<file path="config.mk">
export PLATFORM = sky130hd
export DESIGN_NAME = instr_prefetch_aligner
export DESIGN_NICKNAME = d
export VERILOG_FILES = /design/src/rtl/instr_prefetch_aligner_pkg.sv /design/src/rtl/instr_prefetch_aligner_fetch_fifo.sv /design/src/rtl/instr_prefetch_aligner.sv
export SDC_FILE = /design/constraint.sdc
export NUM_CORES = 1
export LEC_CHECK = 0
export CAP_MARGIN = 20
export CORE_MARGIN = 1
export CORE_UTILIZATION = 30
export DETAILED_ROUTE_END_ITERATION = 8
export SLEW_MARGIN = 30
export SYNTH_ARGS = -nofsm -noshare
export SYNTH_HDL_FRONTEND = slang
export SYNTH_SLANG_ARGS = --single-unit
</file>
<file path="constraint.sdc">
create_clock -name clk_i -period 4.6 [get_ports clk_i]
set_input_delay 0.46 -clock clk_i [delete_from_list [all_inputs] [get_ports clk_i]]
set_output_delay 0.46 -clock clk_i [all_outputs]
set_load 0.02 [all_outputs]
</file>
<file path="src/rtl/instr_prefetch_aligner_pkg.sv">
// Shared types and helpers for the instruction prefetch/aligner slice.
package instr_prefetch_aligner_pkg;

    localparam logic [31:0] INST_NOP = 32'h0000_0013;

    typedef struct packed {
        logic [31:0] word;
    } fetch_entry_t;

    // Any opcode other than 2'b11 marks a 16-bit compressed instruction.
    function automatic logic is_rvc(input logic [1:0] opcode);
        return opcode != 2'b11;
    endfunction

endpackage

</file>
<file path="src/rtl/instr_prefetch_aligner_fetch_fifo.sv">
// Word queue between the instruction bus and the aligner; exposes head and head+1.
module instr_prefetch_aligner_fetch_fifo #(
    parameter int unsigned DEPTH = 4,
    parameter int unsigned WIDTH = 32
) (
    input  logic                           clk_i,
    input  logic                           rst_ni,
    input  logic                           push_i,
    input  logic [WIDTH-1:0]               wdata_i,
    input  logic                           pop_i,
    input  logic                           flush_i,
    output logic [WIDTH-1:0]               rdata0_o,
    output logic [WIDTH-1:0]               rdata1_o,
    output logic [$clog2(DEPTH+1)-1:0]     occupancy_o
);

    localparam int unsigned PTR_W = $clog2(DEPTH);
    localparam int unsigned OCC_W = $clog2(DEPTH + 1);

    logic [WIDTH-1:0] mem_q [DEPTH];
    logic [PTR_W-1:0] rd_ptr_q, rd_ptr_d;
    logic [PTR_W-1:0] wr_ptr_q, wr_ptr_d;
    logic [OCC_W-1:0] occ_q, occ_d;

    // Flush wins over any push/pop in the same cycle.
    always_comb begin
        rd_ptr_d = rd_ptr_q;
        wr_ptr_d = wr_ptr_q;
        occ_d    = occ_q;
        if (flush_i) begin
            rd_ptr_d = '0;
            wr_ptr_d = '0;
            occ_d    = '0;
        end else begin
            if (push_i) begin
                wr_ptr_d = wr_ptr_q + PTR_W'(1);
            end
            if (pop_i) begin
                rd_ptr_d = rd_ptr_q + PTR_W'(1);
            end
            occ_d = occ_q + OCC_W'(push_i) - OCC_W'(pop_i);
        end
    end

    always_ff @(posedge clk_i or negedge rst_ni) begin
        if (!rst_ni) begin
            rd_ptr_q <= '0;
            wr_ptr_q <= '0;
            occ_q    <= '0;
        end else begin
            rd_ptr_q <= rd_ptr_d;
            wr_ptr_q <= wr_ptr_d;
            occ_q    <= occ_d;
        end
    end

    always_ff @(posedge clk_i) begin
        if (push_i && !flush_i) begin
            mem_q[wr_ptr_q] <= wdata_i;
        end
    end

    assign rdata0_o    = mem_q[rd_ptr_q];
    assign rdata1_o    = mem_q[rd_ptr_q + PTR_W'(1)];
    assign occupancy_o = occ_q;

    // The request credit scheme must never let a response hit a full queue.
    assert property (@(posedge clk_i) disable iff (!rst_ni)
        (push_i && !flush_i) |-> ((occ_q < OCC_W'(DEPTH)) || pop_i));

endmodule

</file>
<file path="src/rtl/instr_prefetch_aligner.sv">
// Instruction prefetch queue with halfword aligner: bus words in, whole RV32/RVC instructions out.
module instr_prefetch_aligner
    import instr_prefetch_aligner_pkg::*;
#(
    parameter int unsigned        DEPTH    = 4,
    parameter int unsigned        MAX_OUT  = 2,
    parameter int unsigned        ADDR_W   = 32,
    parameter logic [ADDR_W-1:0]  RESET_PC = '0
) (
    input  logic              clk_i,
    input  logic              rst_ni,
    input  logic              flush_i,
    input  logic [ADDR_W-1:0] flush_addr_i,
    output logic              mem_req_o,
    output logic [ADDR_W-1:0] mem_addr_o,
    input  logic              mem_gnt_i,
    input  logic              mem_rvalid_i,
    input  logic [31:0]       mem_rdata_i,
    output logic              instr_valid_o,
    input  logic              instr_ready_i,
    output logic [31:0]       instr_o,
    output logic              instr_compressed_o,
    output logic [ADDR_W-1:0] pc_o,
    output logic [ADDR_W-1:0] pc_next_o
);

    localparam int unsigned CNT_W = $clog2(DEPTH + 1);
    localparam int unsigned SUM_W = CNT_W + 1;

    logic [ADDR_W-1:0] fetch_addr_q, fetch_addr_d;
    logic [ADDR_W-1:0] pc_q, pc_d;
    logic [CNT_W-1:0]  out_q, out_d;
    logic [CNT_W-1:0]  disc_q, disc_d;
    logic              req_q, req_d;

    logic [CNT_W-1:0]  occ, occ_nxt;
    fetch_entry_t      push_entry, head, nxt;
    logic              gnt, drop, push, pop, hs;
    logic              valid_c, cmp_c, need_two_c, pop_on_hs_c;
    logic [31:0]       instr_c;
    logic              unused_nxt_hi;

    assign push_entry.word = mem_rdata_i;

    instr_prefetch_aligner_fetch_fifo #(
        .DEPTH (DEPTH),
        .WIDTH ($bits(fetch_entry_t))
    ) u_fifo (
        .clk_i       (clk_i),
        .rst_ni      (rst_ni),
        .push_i      (push),
        .wdata_i     (push_entry),
        .pop_i       (pop),
        .flush_i     (flush_i),
        .rdata0_o    (head),
        .rdata1_o    (nxt),
        .occupancy_o (occ)
    );

    assign unused_nxt_hi = ^nxt.word[31:16];

    // Halfword aligner: pc[1] selects which half of the head word starts the instruction.
    always_comb begin
        instr_c     = head.word;
        cmp_c       = 1'b0;
        need_two_c  = 1'b0;
        pop_on_hs_c = 1'b1;
        if (!pc_q[1]) begin
            if (is_rvc(head.word[1:0])) begin
                instr_c     = {16'h0000, head.word[15:0]};
                cmp_c       = 1'b1;
                pop_on_hs_c = 1'b0;
            end
        end else begin
            if (is_rvc(head.word[17:16])) begin
                instr_c = {16'h0000, head.word[31:16]};
                cmp_c   = 1'b1;
            end else begin
                instr_c    = {nxt.word[15:0], head.word[31:16]};
                need_two_c = 1'b1;
            end
        end
        valid_c = !flush_i && (need_two_c ? (occ >= CNT_W'(2)) : (occ != '0));
    end

    assign gnt  = req_q && mem_gnt_i;
    assign drop = mem_rvalid_i && (disc_q != '0);
    assign push = mem_rvalid_i && !drop && !flush_i;
    assign hs   = valid_c && instr_ready_i;
    assign pop  = hs && pop_on_hs_c;

    // Next-state: outstanding tracking, discard credits, fetch/pc redirect and request credit.
    always_comb begin
        out_d        = out_q + CNT_W'(gnt) - CNT_W'(mem_rvalid_i);
        disc_d       = disc_q - CNT_W'(drop);
        fetch_addr_d = gnt ? fetch_addr_q + ADDR_W'(4) : fetch_addr_q;
        pc_d         = pc_q;
        occ_nxt      = occ + CNT_W'(push) - CNT_W'(pop);
        if (hs) begin
            pc_d = pc_q + (cmp_c ? ADDR_W'(2) : ADDR_W'(4));
        end
        if (flush_i) begin
            disc_d       = out_d;
            fetch_addr_d = {flush_addr_i[ADDR_W-1:2], 2'b00};
            pc_d         = flush_addr_i;
            occ_nxt      = '0;
        end
        req_d = ((SUM_W'(occ_nxt) + SUM_W'(out_d)) < SUM_W'(DEPTH)) &&
                (out_d < CNT_W'(MAX_OUT));
    end

    always_ff @(posedge clk_i or negedge rst_ni) begin
        if (!rst_ni) begin
            fetch_addr_q <= {RESET_PC[ADDR_W-1:2], 2'b00};
            pc_q         <= RESET_PC;
            out_q        <= '0;
            disc_q       <= '0;
            req_q        <= 1'b0;
        end else begin
            fetch_addr_q <= fetch_addr_d;
            pc_q         <= pc_d;
            out_q        <= out_d;
            disc_q       <= disc_d;
            req_q        <= req_d;
        end
    end

    assign mem_req_o          = req_q;
    assign mem_addr_o         = fetch_addr_q;
    assign instr_valid_o      = valid_c;
    assign instr_o            = valid_c ? instr_c : INST_NOP;
    assign instr_compressed_o = valid_c && cmp_c;
    assign pc_o               = pc_q;
    assign pc_next_o          = pc_q + (instr_compressed_o ? ADDR_W'(2) : ADDR_W'(4));

    // Redirect targets must be halfword aligned.
    assert property (@(posedge clk_i) disable iff (!rst_ni) flush_i |-> !flush_addr_i[0]);

endmodule
</file>
* After elaboration in Yosys (flattened, before gate mapping)
Memories as Yosys holds them, arrays and structs flattened.
Cells that the tools add are included.
** Word-level totals
- Memories kept :: 1
- Bits in writable memories :: 128
- Register bits after elaboration :: 78
** Memory list
- u_fifo.mem_q :: words 4, width 32, rd ports 2, clocked after Yosys merged registers in 0, wr ports 1, RTL line instr_prefetch_aligner_fetch_fifo.sv:20 : logic [WIDTH-1:0] mem_q [DEPTH];
** Cells by class
- Mux-type cells :: 26
- Eq/ne operators :: 2
- Order comparisons :: 3
- Add/subtract/negate cells :: 11
- Reductions and logical operators :: 18
** Operators with widths (number)
- $mux 32 :: 8
- $add 32x3->32 :: 2
- $add 32x3->32 const B :: 1
- $mux 3 :: 4
- $logic_and 1x1->1 :: 10
- $mux 1 :: 10
- $sub 3x1->3 :: 3
- $mux 2 :: 4
- $reduce_bool 2->1 :: 4
- $add 3x1->3 :: 2
- $reduce_bool 3->1 :: 2
- $add 2x1->2 const B :: 2
- $add 3x3->4 :: 1
- $lt 4x3->1 const B :: 1
- $ne 2x2->1 const B :: 2
- $ge 3x2->1 const B :: 1
- $lt 3x2->1 const B :: 1
- $logic_not 1->1 :: 2

* Logic depth before layout (Yosys ltp)
Gate-level depths: netlist (run 1).
An unclocked memory read counts as a cell.
- Depth after elaboration :: 13
- Depth in mapped cells :: 17
- Mapped depth without buffers :: 17

* Cells and area by module
A second synthesis (run 1) with hierarchy kept.
** Unflattened totals
- Cell total of the unflattened synthesis :: 837
- Area total of the unflattened synthesis :: 10910.5 um^2
** Modules (own cells, without submodules)
- instr_prefetch_aligner_fetch_fifo :: instances 1, area an instance 5806.8 um^2, cells an instance 243
- instr_prefetch_aligner :: instances 1, area an instance 5103.6 um^2, cells an instance 594

* Worst setup path after synthesis (run 1)
OpenSTA, ideal clock, no wires.
- Kind :: register to output
- Start point :: reg u_fifo.rd_ptr_q[0]
- End point :: out pc_next_o[23]
- Slack :: 0.058 ns
- Stages on the path, launching flop included :: 14
- Buffers on the path :: 2
- Arrival :: 4.082 ns
- Cell sequence :: dfrtp_1 -> buf_6 -> mux4_2 -> and2_1 -> clkbuf_1 -> or2_2 -> nor3_1 -> ha_1 -> fa_1 -> nand3_1 -> nor3_1 -> nand4_1 -> nand2b_1 -> xnor2_1
** On the way
- Cells in the longest elaborated chain, start to end :: 9
- Elaborated cells between the ends (all ways) :: 13
- Classes of those cells :: 1 x add/sub; 2 x eq/ne; 7 x mux; 2 x reduce/logical; 1 x memory
** RTL lines
- start: declaration :: RTL line instr_prefetch_aligner_fetch_fifo.sv:21 : logic [PTR_W-1:0] rd_ptr_q, rd_ptr_d;
- start signal: assignment :: RTL line instr_prefetch_aligner_fetch_fifo.sv:51 : rd_ptr_q <= rd_ptr_d;
- $mem_v2 4x32 *
- $ne 2x2->1 :: RTL line instr_prefetch_aligner_pkg.sv:12 : return opcode != 2'b11;
- $mux 1 :: RTL line instr_prefetch_aligner.sv:75 : if (is_rvc(head.word[17:16])) begin
- $mux 1 :: RTL line instr_prefetch_aligner.sv:68 : if (!pc_q[1]) begin
- $mux 1 :: RTL line instr_prefetch_aligner.sv:83 : valid_c = !flush_i && (need_two_c ? (occ >= CNT_W'(2)) : (occ != '0));
- $logic_and 1x1->1 :: RTL line instr_prefetch_aligner.sv:83
- $logic_and 1x1->1 * :: RTL line instr_prefetch_aligner.sv:132 : assign instr_compressed_o = valid_c && cmp_c;
- net instr_compressed_o :: RTL line instr_prefetch_aligner.sv:22 : output logic instr_compressed_o,
- $mux 3 * :: RTL line instr_prefetch_aligner.sv:134 : assign pc_next_o = pc_q + (instr_compressed_o ? ADDR_W'(2) : ADDR_W'(4));
- $add 32x3->32 * :: RTL line instr_prefetch_aligner.sv:134
- end: declaration :: RTL line instr_prefetch_aligner.sv:24 : output logic [ADDR_W-1:0] pc_next_o
Mark *: on every way through the listed nets, which the timed path passes. The rest lies on a longest branch.

* Worst setup path after layout (run 1)
- Start point :: reg u_fifo.rd_ptr_q[1]
- End point :: out pc_next_o[15]
** On the way
- Cells in the longest elaborated chain, start to end :: 9
- Elaborated cells between the ends (all ways) :: 13
- Classes of those cells :: 1 x add/sub; 2 x eq/ne; 7 x mux; 2 x reduce/logical; 1 x memory
** RTL lines (RTL line)
- $mem_v2 4x32 *
- $ne 2x2->1 :: instr_prefetch_aligner_pkg.sv:12
- $mux 1 :: instr_prefetch_aligner.sv:75
- $mux 1 :: instr_prefetch_aligner.sv:68
- $mux 1 :: instr_prefetch_aligner.sv:83
- $logic_and 1x1->1 :: instr_prefetch_aligner.sv:83
- $logic_and 1x1->1 * :: instr_prefetch_aligner.sv:132
- $mux 3 * :: instr_prefetch_aligner.sv:134
- $add 32x3->32 * :: instr_prefetch_aligner.sv:134
Mark *: on every way between the ends. The rest lies on a longest branch, timed or not.

==> results of run 1 <==
-- report_power, final --
group          total [mW]  internal, mW  leakage [nW]  switching, mW
clock                1.73         0.997         0.347          0.734
combinational        1.24         0.562          2.38          0.681
sequential           2.22          2.08          2.06          0.143
total                5.20          3.64          4.78           1.56
-- cells in the mapped netlist (4+ instances only) --
cell | count | share of area (%)
a21boi_0 | 4 | 0.29
a21oi_1 | 9 | 0.43
a22oi_1 | 15 | 1.1
a31oi_1 | 6 | 0.36
and2_1 | 12 | 0.72
and3_1 | 11 | 0.66
and4_1 | 8 | 0.67
buf_1 | 5 | 0.18
buf_2 | 4 | 0.19
clkbuf_1 | 35 | 1.3
dfrtp_1 | 76 | 18
edfxtp_1 | 128 | 37
fa_1 | 4 | 0.77
ha_1 | 18 | 2.2
inv_1 | 18 | 0.65
mux2_2 | 22 | 2.4
mux2i_1 | 23 | 2.2
mux4_2 | 43 | 9.3
nand2_1 | 60 | 2.2
nand2b_1 | 5 | 0.30
nand3_1 | 35 | 1.7
nand4_1 | 15 | 0.90
nor2_1 | 66 | 2.4
nor2b_1 | 5 | 0.30
nor3_1 | 12 | 0.58
o211ai_1 | 18 | 1.3
o21ai_0 | 24 | 1.2
o311ai_0 | 5 | 0.42
or2_2 | 5 | 0.30
or3_1 | 5 | 0.30
xnor2_1 | 34 | 2.9
xor2_1 | 41 | 3.5
-- worst paths after layout --
check                      slack, ns                            from                        endpoint  depth (start not counted)
setup reg to reg                0.58  u_fifo.rd_ptr_q[1]$_DFFE_PN0P_             mem_req_o$_DFF_PN0_                         16
max in group asynchronous       4.07                          rst_ni  u_fifo.rd_ptr_q[0]$_DFFE_PN0P_                          1
hold / removal                 0.005                          rst_ni      mem_addr_o[10]$_DFFE_PN0N_                          1
setup / recovery                0.19  u_fifo.rd_ptr_q[1]$_DFFE_PN0P_                   pc_next_o[15]                         13
min in group clk_i              0.26                         flush_i  u_fifo.rd_ptr_q[0]$_DFFE_PN0P_                          2
hold reg to reg                 0.54              out_q[0]$_DFF_PN0_              out_q[0]$_DFF_PN0_                          1
-- layout make-up --
class                      count  area (um2)
clock buffer                  36         666
clock inverter                 6        41.3
fill                        3175       20200
inverter                      19        71.3
multi-input combinational    538        4400
sequential                   204        5750
tap                          448         561
timing repair buffer         226        2130
-- critical path, delay by kind of cell (launching register included) --
kind                     cells  cell delay [ns]
buffers and inverters        3             0.64
AO/OA/AOI/OAI                1             0.17
flip-flops                   1             0.43
multiplexers                 1             0.38
XOR/XNOR                     1             0.15
adder cells (fa/ha/maj)      1             0.44
AND/OR/NAND/NOR              6             1.22
-- through the flow --
stage	TNS (ns)	setup slack [ns]	hold slack, ns
finish	0	0.194	0.00505
global route	-0.163	-0.0553	0.0348
CTS	-0.000369	-0.000369	0.00398
detailed placement	0	0.150	0.533
global placement	0	0.275	0.520
floorplan	0	0.0580	0.164
-- logic make-up after synthesis --
family / count (synthesis) / share of synthesized area [%]
and+or+nand+nor: 246 / 11.6
DFF: 204 / 55.3
AOI/OAI and AO/OA: 105 / 7.11
muxes: 88 / 13.9
xor gates and xnor gates: 75 / 6.33
buffers and inverters: 68 / 2.76
adders and majority gates: 22 / 2.94
other: 1 / 0.0361
-- timing repair --
item                                   4_1_cts  5_1_grt
resized for setup                           30       35
endpoints found under the hold margin        0        0
setup endpoints to repair                   23       24
pin swaps                                    0        1
setup buffers                                1        1
-- per-layer routing --
| metal | global-route usage, % | wire (um) |
|---|---|---|
| met1 | 21.7 | 12700 |
| met2 | 28.5 | 14000 |
| met3 | 3.74 | 2330 |
| met4 | 4.97 | 834 |
| met5 | 0 | 13 |
-- state kept, by name, summed over array words and instances, names as in the netlist --
register,flops
u_fifo.wr_ptr_q,2
u_fifo.mem_q,128
mem_req_o,1
mem_addr_o,30
disc_q,3
u_fifo.rd_ptr_q,2
pc_o,32
u_fifo.occupancy_o,3
out_q,3
==> flow_summary.json, run 1 <==
{
  "grt_max_degree": 77,
  "finalInstanceArea_um2": 13600,
  "post-route-drc-count": 0,
  "status": "finished, final reports clean",
  "ys.flop_type": "edfxtp_1",
  "clk_pin_slew_ns": 0.06,
  "ys_types": 60,
  "start_kind": "register",
  "hpwl_um": 20900,
  "grt_usage_pct": 16.9,
  "crit_arrival_ns": 3.95,
  "cap_violations": 0,
  "numCtsBuffers": 24,
  "clk_latency_ns": 0.51,
  "wire_per_inst_um": 20.3,
  "clk_path_buf_depth": 3,
  "synth_area_um2": 10400,
  "critPathMaxFanout": 6,
  "path_cells": "mux2_2 > o2bb2ai_1 > and2_1 > or2_2 > or3_1 > fa_2 > nand3_2 > nor3_4 > buf_4 > buf_4 > nand3_1 > xnor2_1 > dlygate4sd2_1",
  "setup_viol": 0,
  "gp_congestion": 0.915,
  "finalHoldViolCount": 0,
  "final_util_pct": 40.3,
  "tightest_slew_ns": 0.919,
  "vias_per_cell": 5.12,
  "syn2layout_area_growth_pct": 31.1,
  "finalPower_mw": 5.20,
  "ys.warnings.count": 0,
  "io_buffers": 198,
  "wl_um": 29900,
  "final_cells": 1477,
  "hold_path_class": "in -> async",
  "drive_above_1_share_pct": 15.5,
  "layout_worst_path_cycle_share_pct": 95.8,
  "clock-sinks": 204,
  "num_antenna_cells": 0,
  "fin_crit_ns": 4.41,
  "dpl.cell_count": 1433,
  "core_um2": 33800,
  "max_freq_mhz": 227,
  "maxSlewHeadroom_pct": 38.6,
  "final_common_cell": "clkdlybuf4s50_1",
  "final_cell_mix": "clkdlybuf4s50_1, edfxtp_1, dfrtp_1",
  "synthCells": 809,
  "cellLeakagePower_nw": 4.78,
  "synth_edf_count": 128,
  "drtAntennaViolNets": 0,
  "start_util_pct": 30.7,
  "drtIter0Drc": 460,
  "fin_skew_ns": 0.0113,
  "async_flop_share_pct": 37.3,
  "critPathMaxStageDelay_ns": 0.44,
  "grt_pass1_wl_um": 46200,
  "timing.critical_path.mode_cell": "buf_4",
  "cts_root_buffer": "clkbuf_16",
  "cellPowerDensity_nw_per_um2": 382,
  "crit_path_end_kind": "output pin",
  "grt_pass1_vias": 7830,
  "cts_tree": "yes",
  "vias": 7564,
  "dpl_cell_area_um2": 12900,
  "dr.pass1.iters": 5,
  "pin_count": 201,
  "antenna_found_initial": 1,
  "die_h_um": 188,
  "rsz0062_at_grt": "true",
  "die_x_um": 188,
  "worst_path_max_delay_cell": "fa_2",
  "rows": 67,
  "critPathKind": "reg -> out",
  "htreeDepth": 1,
  "finalNetCount": 1105,
  "synth-seq-cells": 204,
  "die-area_um2": 35400,
  "grt_overflow_total": 0,
  "cts_hold_buffers": 0,
  "ys_seq_area_share_pct": 55.3,
  "required_ns": 4.14,
  "syn_avg_cell_area_um2": 12.8,
  "ir_worst_vdd_v": 0.000337,
  "slew_violations": 0
}
No activity file was read; power rests on OpenSTA's default activity.
==> inputs of run 2 (changes only) <==
--- a/config.mk
+++ b/config.mk
@@ -7,7 +7,7 @@
 export LEC_CHECK = 0
 export CAP_MARGIN = 20
 export CORE_MARGIN = 1
-export CORE_UTILIZATION = 30
+export CORE_UTILIZATION = 25
 export DETAILED_ROUTE_END_ITERATION = 8
 export SLEW_MARGIN = 30
 export SYNTH_ARGS = -nofsm -noshare
==> flow_summary.json, run 2 (same netlist as run 1, synthesis figures left out) <==
{
  "final_common_cell": "clkdlybuf4s50_1",
  "grt_overflow_total": 0,
  "post-route-drc-count": 0,
  "intPower_mw": 3.60,
  "rows": 74,
  "finalPower_mw": 5.16,
  "grt_pass1_wl_um": 45900,
  "wl_um": 30300,
  "syn2layout_area_growth_pct": 31.7,
  "top_register": "u_fifo.mem_q",
  "vias_per_cell": 4.82,
  "setup-tns-final_ns": 0,
  "layout_worst_path_cycle_share_pct": 96.5,
  "core_um2": 40900,
  "p_clk_share_pct": 32.9,
  "final_cell_mix": "clkdlybuf4s50_1, edfxtp_1, dfrtp_1",
  "drtAntennaViolNets": 0,
  "cellLeakagePower_nw": 4.77,
  "crit_path_end_kind": "output pin",
  "hold_path_class": "in -> async",
  "maxSlewHeadroom_pct": 38.2,
  "status": "finished, violations left",
  "wire_per_inst_um": 19.5,
  "violations": "negative hold slack",
  "max_freq_mhz": 225,
  "hpwl_um": 21700,
  "die_x_um": 206,
  "dr.pass1.iters": 5,
  "critPathMaxFanout": 8,
  "drtIter0Drc": 465,
  "grt_usage_pct": 14.2,
  "finalHoldViolCount": 15,
  "clk_latency_ns": 0.52,
  "tightest_slew_ns": 0.920,
  "fin_crit_ns": 4.44,
  "die_h_um": 206,
  "cts_tree": "yes",
  "vias": 7500,
  "clock-sinks": 204,
  "cap_violations": 0,
  "cellPowerDensity_nw_per_um2": 377,
  "cp-startpoint": "u_fifo.rd_ptr_q[1]$_DFFE_PN0P_",
  "slew_violations": 0,
  "switching_power_mw": 1.56,
  "io_buffers": 198,
  "pwr-share-seq_pct": 43.0,
  "grt_max_degree": 77,
  "cts_root_buffer": "clkbuf_16",
  "gp_congestion": 0.821,
  "numCtsBuffers": 23,
  "rsz0062_at_grt": "true",
  "die-area_um2": 42400,
  "grt_pass1_vias": 7633,
  "ir_worst_vdd_v": 0.000297,
  "crit_arrival_ns": 3.98,
  "fin_skew_ns": 0.0199,
  "htreeDepth": 1,
  "clk_pin_slew_ns": 0.06,
  "critPathKind": "reg -> out",
  "final_util_pct": 33.4,
  "start_util_pct": 25.4,
  "regToRegStartpoint": "u_fifo.rd_ptr_q[1]$_DFFE_PN0P_",
  "pin_count": 201,
  "pwr-share-comb_pct": 24.1,
  "finalNetCount": 1102,
  "clk_path_buf_depth": 3,
  "largest_reg_flops": 128,
  "start_kind": "register",
  "drive_above_1_share_pct": 15.4,
  "hold_ws_ns": -0.0347,
  "switching_share_pct": 30.2,
  "required_ns": 4.14,
  "antenna_found_initial": 3,
  "setup_viol": 0
}
## run 2: repair_timing
action / 4_1_cts / 5_1_grt
hold buffers: 0 / 0
pin swaps: 0 / 1
resized for setup: 32 / 36
endpoints found under the setup margin: 25 / 22
gates cloned: 0 / 0
buffers inserted: 3 / 2
## run 2: path summary, 6_finish.rpt
| kind | end | slack, ns | cells past startpoint |
|---|---|---|---|
| setup / recovery | pc_next_o[22] | 0.16 | 13 |
| hold / removal | mem_addr_o[17]$_DFFE_PN0N_ | -0.03 | 1 |
| setup reg to reg | mem_req_o$_DFF_PN0_ | 0.73 | 16 |
| hold reg to reg | out_q[0]$_DFF_PN0_ | 0.55 | 1 |
| max in group asynchronous | u_fifo.rd_ptr_q[0]$_DFFE_PN0P_ | 4.08 | 1 |
| min in group clk_i | u_fifo.wr_ptr_q[0]$_DFFE_PN0P_ | 0.37 | 2 |
## run 2: power groups by stage
stage / Clock, mW / Sequential (mW) / Combinational [mW]
2_1_floorplan: 0 / 2.27 / 0.672
3_3_place_gp: 0 / 2.25 / 1.26
5_1_grt: 1.81 / 2.24 / 1.36
3_5_place_dp: 0 / 2.25 / 1.27
6_report: 1.70 / 2.22 / 1.24
4_1_cts: 1.74 / 2.22 / 1.27
## run 2: worst max-delay path: stages (launching register included)
cell and delay (ns):
dfrtp_2 0.46, mux2_2 0.38, o2bb2ai_1 0.19, and2_1 0.20, or2_2 0.35, or3_1 0.38, ha_1 0.30, a21oi_1 0.06
nor2b_1 0.18, nand2_2 0.17, buf_4 0.21, nor3_1 0.22, xor2_1 0.18, clkbuf_2 0.19
## run 2: area by class of cell
type,instances,area [um2]
well taps,532,666
multi-input cells,538,4410
repair buffers,224,2090
inverters,19,71.3
clock inverters,6,45.0
clock buffers,33,643
flip-flops and latches,204,5750
fillers,4073,27200
diodes,1,2.50
## run 2: layer usage
layer | wire (um) | global-route usage (%) | part of all wire, %
met5 | 26 | 0 | 0.086
met4 | 592 | 2.97 | 2.0
met3 | 2480 | 3.64 | 8.2
met2 | 14300 | 23.6 | 47
met1 | 13000 | 18.5 | 43
## run 2: through the flow
step | setup slack (ns) | area [um2] | hold slack (ns) | instances
final | 0.162 | 13700 | -0.0347 | 1557
after global routing | -0.0669 | 13700 | 0.0352 | 1556
after CTS | 0.00720 | 13700 | 0.0131 | 1554
after detailed placement | 0.0188 | 13000 | 0.533 | 1512
after global placement | 0.208 | 13000 | 0.525 | 1512
after floorplan | 0.0580 | 10400 | 0.164 | 810
==> inputs of run 3 (changes only) <==
--- a/config.mk
+++ b/config.mk
@@ -5,7 +5,7 @@
 export SDC_FILE = /design/constraint.sdc
 export NUM_CORES = 1
 export LEC_CHECK = 0
-export CAP_MARGIN = 20
+export CAP_MARGIN = 25
 export CORE_MARGIN = 1
 export CORE_UTILIZATION = 25
 export DETAILED_ROUTE_END_ITERATION = 8
==> results of run 3 <==
Final layout, timing and power as in run 2 (identical DEF).
